==> src/rtl/scan_test_ctrl_pkg.sv <==
// scan_pkg: shared types and helpers for the scan test sequencer.
//   scan_state_e  - sequencer state encoding
//   CHAIN_LEN_DEF / CNT_W_DEF - default chain length and counter width
//   scan_cmp_pass - masked response compare, operands zero-extended to SCAN_MAX_W
package scan_pkg;

  localparam int CHAIN_LEN_DEF = 2;
  localparam int CNT_W_DEF     = 8;
  localparam int SCAN_MAX_W    = 64;

  typedef enum logic [2:0] {
    IDLE,
    SHIFT_IN,
    CAPTURE,
    SHIFT_OUT,
    DONE
  } scan_state_e;

  // A bit fails only if it is cared about and differs; an empty mask always passes.
  function automatic logic scan_cmp_pass(input logic [SCAN_MAX_W-1:0] resp,
                                         input logic [SCAN_MAX_W-1:0] expct,
                                         input logic [SCAN_MAX_W-1:0] mask);
    return ((resp ^ expct) & mask) == '0;
  endfunction

endpackage

==> src/rtl/scan_test_ctrl_if.sv <==
// scan_test_ctrl_if: request/result and scan-pin bundle of the scan sequencer.
//   slave  - sequencer side: takes start/pattern/expected/mask/scan_out,
//            drives scan_en/scan_in/busy/done/pass/response/pat_cnt/fail_cnt
//   master - pattern source / chain side (mirror of slave)
interface scan_test_ctrl_if
  import scan_pkg::*;
#(
  parameter int CHAIN_LEN = CHAIN_LEN_DEF,
  parameter int CNT_W     = CNT_W_DEF
) ();

  logic                 start;
  logic [CHAIN_LEN-1:0] pattern_in;
  logic [CHAIN_LEN-1:0] expected_in;
  logic [CHAIN_LEN-1:0] mask_in;
  logic                 scan_out;
  logic                 scan_en;
  logic                 scan_in;
  logic                 busy;
  logic                 done;
  logic                 pass;
  logic [CHAIN_LEN-1:0] response;
  logic [CNT_W-1:0]     pat_cnt;
  logic [CNT_W-1:0]     fail_cnt;

  modport slave (
    input  start, pattern_in, expected_in, mask_in, scan_out,
    output scan_en, scan_in, busy, done, pass, response, pat_cnt, fail_cnt
  );

  modport master (
    output start, pattern_in, expected_in, mask_in, scan_out,
    input  scan_en, scan_in, busy, done, pass, response, pat_cnt, fail_cnt
  );

endinterface

==> src/rtl/scan_test_ctrl_shift_cnt.sv <==
// scan_shift_cnt: loadable down-counter marking the last cycle of a shift phase.
//   clk, rst  - clock, async active-high reset
//   load_i    - load LOAD_VAL (phase entry)
//   en_i      - count down; holds at zero
//   last_o    - counter is zero, i.e. current cycle is the final shift
module scan_shift_cnt #(
  parameter int W        = 2,
  parameter int LOAD_VAL = 1
) (
  input  logic clk,
  input  logic rst,
  input  logic load_i,
  input  logic en_i,
  output logic last_o
);

  localparam logic [W-1:0] LOAD_V = W'(LOAD_VAL);

  logic [W-1:0] cnt_q;

  always_ff @(posedge clk or posedge rst) begin
    if (rst)                      cnt_q <= '0;
    else if (load_i)              cnt_q <= LOAD_V;
    else if (en_i && cnt_q != '0) cnt_q <= cnt_q - 1'b1;
  end

  assign last_o = (cnt_q == '0);

endmodule

==> src/rtl/scan_test_ctrl.sv <==
// scan_test_ctrl: single-chain scan sequencer. On start it shifts a pattern in
// MSB-first, runs one capture cycle, unloads the response, compares it with
// the expected value under a care mask and keeps pass/fail counters.
//   clk, rst - clock, async active-high reset
//   bus      - scan_test_ctrl_if.slave (request, result, counters, scan pins)
// Every output is a register; nothing combinational reaches the pins.
module scan_test_ctrl
  import scan_pkg::*;
#(
  parameter int CHAIN_LEN = CHAIN_LEN_DEF,
  parameter int CNT_W     = CNT_W_DEF
) (
  input logic              clk,
  input logic              rst,
  scan_test_ctrl_if.slave  bus
);

  localparam int CW = $clog2(CHAIN_LEN + 1);

  scan_state_e          state_q, state_d;
  logic [CHAIN_LEN-1:0] pat_sr_q, pat_sr_d;
  logic [CHAIN_LEN-1:0] exp_q, exp_d;
  logic [CHAIN_LEN-1:0] mask_q, mask_d;
  logic [CHAIN_LEN-1:0] sr_q, sr_d;
  logic [CHAIN_LEN-1:0] resp_q, resp_d;
  logic                 scan_en_q, scan_en_d;
  logic                 scan_in_q, scan_in_d;
  logic                 busy_q, busy_d;
  logic                 done_q, done_d;
  logic                 pass_q, pass_d;
  logic [CNT_W-1:0]     pat_cnt_q, pat_cnt_d;
  logic [CNT_W-1:0]     fail_cnt_q, fail_cnt_d;

  logic                  cnt_load, cnt_en, cnt_last;
  logic [CHAIN_LEN-1:0]  resp_next;
  logic                  pass_next;
  logic [SCAN_MAX_W-1:0] r64, e64, m64;

  scan_shift_cnt #(.W(CW), .LOAD_VAL(CHAIN_LEN - 1)) u_cnt (
    .clk    (clk),
    .rst    (rst),
    .load_i (cnt_load),
    .en_i   (cnt_en),
    .last_o (cnt_last)
  );

  always_comb begin
    state_d    = state_q;
    pat_sr_d   = pat_sr_q;
    exp_d      = exp_q;
    mask_d     = mask_q;
    sr_d       = sr_q;
    resp_d     = resp_q;
    scan_en_d  = scan_en_q;
    scan_in_d  = scan_in_q;
    busy_d     = busy_q;
    done_d     = 1'b0;
    pass_d     = pass_q;
    pat_cnt_d  = pat_cnt_q;
    fail_cnt_d = fail_cnt_q;
    cnt_load   = 1'b0;
    cnt_en     = 1'b0;

    // scan_out is sampled before the chain moves, so the final sample lands in
    // the LSB at the same edge that enters DONE; compare on that value.
    resp_next    = sr_q << 1;
    resp_next[0] = bus.scan_out;
    r64 = '0; e64 = '0; m64 = '0;
    r64[CHAIN_LEN-1:0] = resp_next;
    e64[CHAIN_LEN-1:0] = exp_q;
    m64[CHAIN_LEN-1:0] = mask_q;
    pass_next = scan_cmp_pass(r64, e64, m64);

    case (state_q)
      IDLE: begin
        scan_en_d = 1'b0;
        scan_in_d = 1'b0;
        if (bus.start) begin
          // First bit goes out on the accepting edge; the rest queue MSB-first.
          pat_sr_d  = bus.pattern_in << 1;
          exp_d     = bus.expected_in;
          mask_d    = bus.mask_in;
          scan_en_d = 1'b1;
          scan_in_d = bus.pattern_in[CHAIN_LEN-1];
          busy_d    = 1'b1;
          cnt_load  = 1'b1;
          state_d   = SHIFT_IN;
        end
      end
      SHIFT_IN: begin
        cnt_en = 1'b1;
        if (cnt_last) begin
          scan_en_d = 1'b0;
          scan_in_d = 1'b0;
          state_d   = CAPTURE;
        end else begin
          scan_in_d = pat_sr_q[CHAIN_LEN-1];
          pat_sr_d  = pat_sr_q << 1;
        end
      end
      CAPTURE: begin
        scan_en_d = 1'b1;
        scan_in_d = 1'b0;
        cnt_load  = 1'b1;
        state_d   = SHIFT_OUT;
      end
      SHIFT_OUT: begin
        cnt_en = 1'b1;
        sr_d   = resp_next;
        if (cnt_last) begin
          scan_en_d = 1'b0;
          busy_d    = 1'b0;
          done_d    = 1'b1;
          resp_d    = resp_next;
          pass_d    = pass_next;
          pat_cnt_d = pat_cnt_q + 1'b1;
          if (!pass_next && fail_cnt_q != '1) fail_cnt_d = fail_cnt_q + 1'b1;
          state_d   = DONE;
        end
      end
      DONE:    state_d = IDLE;
      default: state_d = IDLE;
    endcase
  end

  always_ff @(posedge clk or posedge rst) begin
    if (rst) begin
      state_q    <= IDLE;
      pat_sr_q   <= '0;
      exp_q      <= '0;
      mask_q     <= '0;
      sr_q       <= '0;
      resp_q     <= '0;
      scan_en_q  <= 1'b0;
      scan_in_q  <= 1'b0;
      busy_q     <= 1'b0;
      done_q     <= 1'b0;
      pass_q     <= 1'b0;
      pat_cnt_q  <= '0;
      fail_cnt_q <= '0;
    end else begin
      state_q    <= state_d;
      pat_sr_q   <= pat_sr_d;
      exp_q      <= exp_d;
      mask_q     <= mask_d;
      sr_q       <= sr_d;
      resp_q     <= resp_d;
      scan_en_q  <= scan_en_d;
      scan_in_q  <= scan_in_d;
      busy_q     <= busy_d;
      done_q     <= done_d;
      pass_q     <= pass_d;
      pat_cnt_q  <= pat_cnt_d;
      fail_cnt_q <= fail_cnt_d;
    end
  end

  assign bus.scan_en  = scan_en_q;
  assign bus.scan_in  = scan_in_q;
  assign bus.busy     = busy_q;
  assign bus.done     = done_q;
  assign bus.pass     = pass_q;
  assign bus.response = resp_q;
  assign bus.pat_cnt  = pat_cnt_q;
  assign bus.fail_cnt = fail_cnt_q;

endmodule
==> src/flat_wrapper.sv <==
// flat-port wrapper written by rule: the top's interface ports become plain ports
module scan_test_ctrl_flat import scan_pkg::*;
#(
  parameter int CHAIN_LEN = CHAIN_LEN_DEF,
  parameter int CNT_W     = CNT_W_DEF
)
  (clk, rst, bus_start, bus_pattern_in, bus_expected_in, bus_mask_in, bus_scan_out, bus_scan_en, bus_scan_in, bus_busy, bus_done, bus_pass, bus_response, bus_pat_cnt, bus_fail_cnt);
  scan_test_ctrl_if #(.CHAIN_LEN(CHAIN_LEN), .CNT_W(CNT_W)) bus_i ();
  input logic clk;
  input logic rst;
  input wire logic [$bits(bus_i.start)-1:0] bus_start;
  input wire logic [$bits(bus_i.pattern_in)-1:0] bus_pattern_in;
  input wire logic [$bits(bus_i.expected_in)-1:0] bus_expected_in;
  input wire logic [$bits(bus_i.mask_in)-1:0] bus_mask_in;
  input wire logic [$bits(bus_i.scan_out)-1:0] bus_scan_out;
  output wire logic [$bits(bus_i.scan_en)-1:0] bus_scan_en;
  output wire logic [$bits(bus_i.scan_in)-1:0] bus_scan_in;
  output wire logic [$bits(bus_i.busy)-1:0] bus_busy;
  output wire logic [$bits(bus_i.done)-1:0] bus_done;
  output wire logic [$bits(bus_i.pass)-1:0] bus_pass;
  output wire logic [$bits(bus_i.response)-1:0] bus_response;
  output wire logic [$bits(bus_i.pat_cnt)-1:0] bus_pat_cnt;
  output wire logic [$bits(bus_i.fail_cnt)-1:0] bus_fail_cnt;
  assign bus_i.start = bus_start;
  assign bus_i.pattern_in = bus_pattern_in;
  assign bus_i.expected_in = bus_expected_in;
  assign bus_i.mask_in = bus_mask_in;
  assign bus_i.scan_out = bus_scan_out;
  assign bus_scan_en = bus_i.scan_en;
  assign bus_scan_in = bus_i.scan_in;
  assign bus_busy = bus_i.busy;
  assign bus_done = bus_i.done;
  assign bus_pass = bus_i.pass;
  assign bus_response = bus_i.response;
  assign bus_pat_cnt = bus_i.pat_cnt;
  assign bus_fail_cnt = bus_i.fail_cnt;
  scan_test_ctrl #(.CHAIN_LEN(CHAIN_LEN), .CNT_W(CNT_W)) u_core (.clk(clk), .rst(rst), .bus(bus_i));
endmodule
==> config.mk <==
export PLATFORM = sky130hd
export DESIGN_NAME = scan_test_ctrl_flat
export DESIGN_NICKNAME = d
export VERILOG_FILES = /design/src/rtl/scan_test_ctrl_pkg.sv /design/src/rtl/scan_test_ctrl_if.sv /design/src/rtl/scan_test_ctrl_shift_cnt.sv /design/src/rtl/scan_test_ctrl.sv /design/src/flat_wrapper.sv
export SDC_FILE = /design/constraint.sdc
export NUM_CORES = 1
export LEC_CHECK = 0
export ABC_AREA = 1
export CAP_MARGIN = 25
export CORE_MARGIN = 2
export CORE_UTILIZATION = 40
export CTS_BUF_LIST = sky130_fd_sc_hd__clkbuf_8 sky130_fd_sc_hd__clkbuf_16
export DETAILED_ROUTE_END_ITERATION = 6
export DONT_BUFFER_PORTS = 1
export GPL_TIMING_DRIVEN = 0
export PLACE_DENSITY = 0.55
export SYNTH_ARGS = -nofsm -noshare
export SYNTH_HDL_FRONTEND = slang
export SYNTH_SLANG_ARGS = --single-unit
==> constraint.sdc <==
create_clock -name clk -period 4.1 [get_ports clk]
set_input_delay 0.41 -clock clk [delete_from_list [all_inputs] [get_ports clk]]
set_output_delay 0.41 -clock clk [all_outputs]
set_load 0.01 [all_outputs]
==> qor.csv <==
stage,metric,value,unit
worst_setup_path,worstPathMaxFanout,10,
yosys,ys_types,27,
final_layout,multi_input_area,763,um^2
yosys,synth.area.top_cells,"dfrtp_1 (48%), nand2_1 (14%), inv_1 (6.8%)",
yosys,ys_ff_latch,34,
floorplanning,die_y,70.4,um
pwr,p_leak,0.987,nW
worst_setup_path,path_cells,ha_1 > nand3_2 > nor2_4 > nand2_4 > nand3_4 > buf_8 > nand2_1 > o21ai_2,
final_layout,design_area,1950,um^2
timing,rsz0062_at_grt,false,
worst_setup_path,startpoint,u_core.bus.fail_cnt[0],
global_routing,first_global_vias,1349,
final_layout,n_antenna_cell,0,
clock_network,root_buffer,clkbuf_8,
final_layout,regArea,851,um^2
timing,relSlewSlack,63.8,%
timing,finalCritPeriodShare,37.8,%
clock_network,cts.clk_slew.worst_paths,0.07,ns
timing,skew,0.00487,ns
yosys,async_flop_share,100,%
floorplanning,core_area,4290,um^2
yosys,synth_seq_area_share,48.2,%
pwr,finalPower,1.22,mW
timing,fin_crit,1.55,ns
final_layout,fin_nets,233,
placement,numPortBuffers,0,
placement,place_area,1860,um^2
yosys,synth_cells,212,
worst_setup_path,end_kind,register,
global_routing,grt_start_max_net_pins,24,
detailed_routing,vias,1289,
detailed_routing,wirelength,3330,um
detailed_routing,drtIter0Drc,47,
clock_network,clk_path_buf_depth,2,
flow_run,cap_violations,0,
floorplanning,io_pins,33,
timing,setup-tns-final,0,ns
detailed_routing,drc,0,
clock_network,cts_made_buffers,5,
yosys,synth_top_cell_area_share,48.2,%
pwr,p_per_area,625,nW/um^2
detailed_routing,wl_per_cell,12.2,um
global_routing,antenna_found_initial,0,
pwr,ir_drop,0.000380,V
floorplanning,die_area,4960,um^2
yosys,avgSynthCellArea,8.33,um^2
yosys,synth_warnings,0,
worst_setup_path,arrival,1.77,ns
placement,dpl.hpwl,2480,um
yosys,syn-cell-area,1770,um^2
yosys,synth.most_common_cell,nand2_1,
detailed_routing,vias_per_cell,4.72,
timing,fmax,645,MHz
global_routing,grt_overflow,0,
clock_network,cts_tree,yes,
worst_setup_path,startpoint_type,register,
final_layout,drive_gt1_share,14.5,%
worst_setup_path,r2r-start,u_core.bus.fail_cnt[0],
global_routing,gr-usage-all-layers,15.1,%
placement,place_congestion,0.782,
yosys,synth_flop_cell,dfrtp_1,
floorplanning,die_x,70.4,um
global_routing,grt_pass1_wl,5990,um
worst_setup_path,cp_slowest_cell,dfrtp_1,
floorplanning,start_util,41.1,%
detailed_routing,postRouteAntennaNets,0,
detailed_routing,drt_pre_antenna_iters,4,
yosys,synth_common_cells,"nand2_1 (67), dfrtp_1 (34), inv_1 (32)",
timing,finalSetupViolCount,0,
min_path,hold_class,input port to asynchronous set/reset pin,
clock_network,htree_levels,2,
clock_network,hold_buffers,0,
clock_network,cts.repair.resized,0,
yosys,synth_edf_count,0,
clock_network,cts_setup_buffers,0,
worst_setup_path,worstSetupPathType,register to register,
worst_setup_path,max_stage_delay,0.49,ns
worst_setup_path,crit_required,4.32,ns
timing,worst_pin_slew,0.542,ns
clock_network,clock_latency,0.28,ns
final_layout,area_growth,10.6,%
clock_network,clock-sinks,34,
floorplanning,rows,24,
final_layout,n_fill_cell,440,
yosys,yosysTopAreaCell,dfrtp_1,
timing,hold_viol,0,
yosys,synth_nets,225,
run_status,status,"complete, no violations",
timing,final_max_slew_viol_count,0,
## path summary, 6_finish.rpt
kind / end / cells after the start / slack [ns]
worst min-delay path: u_core.bus.scan_in / 1 / 0.05
worst max register to register: u_core.bus.fail_cnt[3] / 8 / 2.55
worst min register to register: u_core.u_cnt.cnt_q[0] / 2 / 0.49
max in group asynchronous: u_core.sr_q[0] / 2 / 3.55
worst max-delay path: u_core.bus.fail_cnt[3] / 8 / 2.55
min in group clk: u_core.sr_q[0] / 2 / 0.26
## routing by layer
metal,share of wire [%],vias to the layer above,GRT usage [%]
met5,0,-,0
met4,1.1,0,5.13
met3,5.5,4,5.05
met2,46,27,25.1
met1,47,582,18.3
li1,-,676,-
## sequential cells by signal, indices dropped and copies added, names as in the netlist
signal and cells:
u_core.mask_q 2, u_core.bus.response 2, u_core.u_cnt.cnt_q 2, u_core.bus.pass 1, u_core.bus.done 1, u_core.bus.pat_cnt 8
u_core.state_q 3, u_core.bus.scan_en 1, u_core.bus.fail_cnt 8, u_core.bus.busy 1, u_core.exp_q 2, u_core.sr_q 1
u_core.bus.scan_in 1, u_core.pat_sr_q 1
## metrics by stage
stage               std cells  hold slack (ns)  worst slack [ns]  utilization, %
CTS                       273           0.0570              2.52            45.5
global route              273           0.0963              2.39            45.5
detailed placement        265            0.373              2.54            43.3
finish                    273           0.0491              2.55            45.5
floorplan                 212            0.452              2.69               -
global placement          264            0.467              2.50            42.6
## report_power, final
| group | switching [mW] | internal [mW] | leakage, nW | total [mW] |
|---|---|---|---|---|
| Sequential | 0.123 | 0.446 | 0.432 | 0.569 |
| Combinational | 0.243 | 0.147 | 0.508 | 0.390 |
| Clock | 0.128 | 0.135 | 0.0472 | 0.263 |
| Total | 0.493 | 0.728 | 0.987 | 1.22 |
## placed cells by master (no fill, tap or decap), drive strengths merged
cell type  instances
nand3             14
clkbuf             6
nor2              15
ha                 3
nand3b             1
xnor2              4
buf                4
a21oi              4
clkinvlp           1
xor2               3
inv               32
nand2             72
mux2               2
nor3               2
dfrtp             34
clkinv             1
o22ai              2
nand4              3
o21ai             18
## critical path, delay by kind of cell (launching register included)
| kind | cells | cell delay, ns |
|---|---|---|
| compound gates | 1 | 0.06 |
| fa+ha+maj | 1 | 0.25 |
| buf+inv | 1 | 0.15 |
| flops | 1 | 0.49 |
| simple gates | 5 | 0.54 |
## area by class of cell
type	count	share of cell area, %
buffer	3	1.60
clock buffer	6	4.23
clock inverter	2	0.641
inverter	32	6.15
multi-input combinational	143	39.1
sequential	34	43.6
tap	52	3.33
timing repair buffer	1	1.41
## logic make-up after synthesis
family	after synthesis	synth area share [%]
compound gates	24	8.01
simple gates	107	27.9
fa+ha+maj	3	2.13
flops	34	48.2
buf+inv	35	8.58
xor+xnor	7	3.90
mux	2	1.28
No activity file was read; power rests on OpenSTA's default activity.
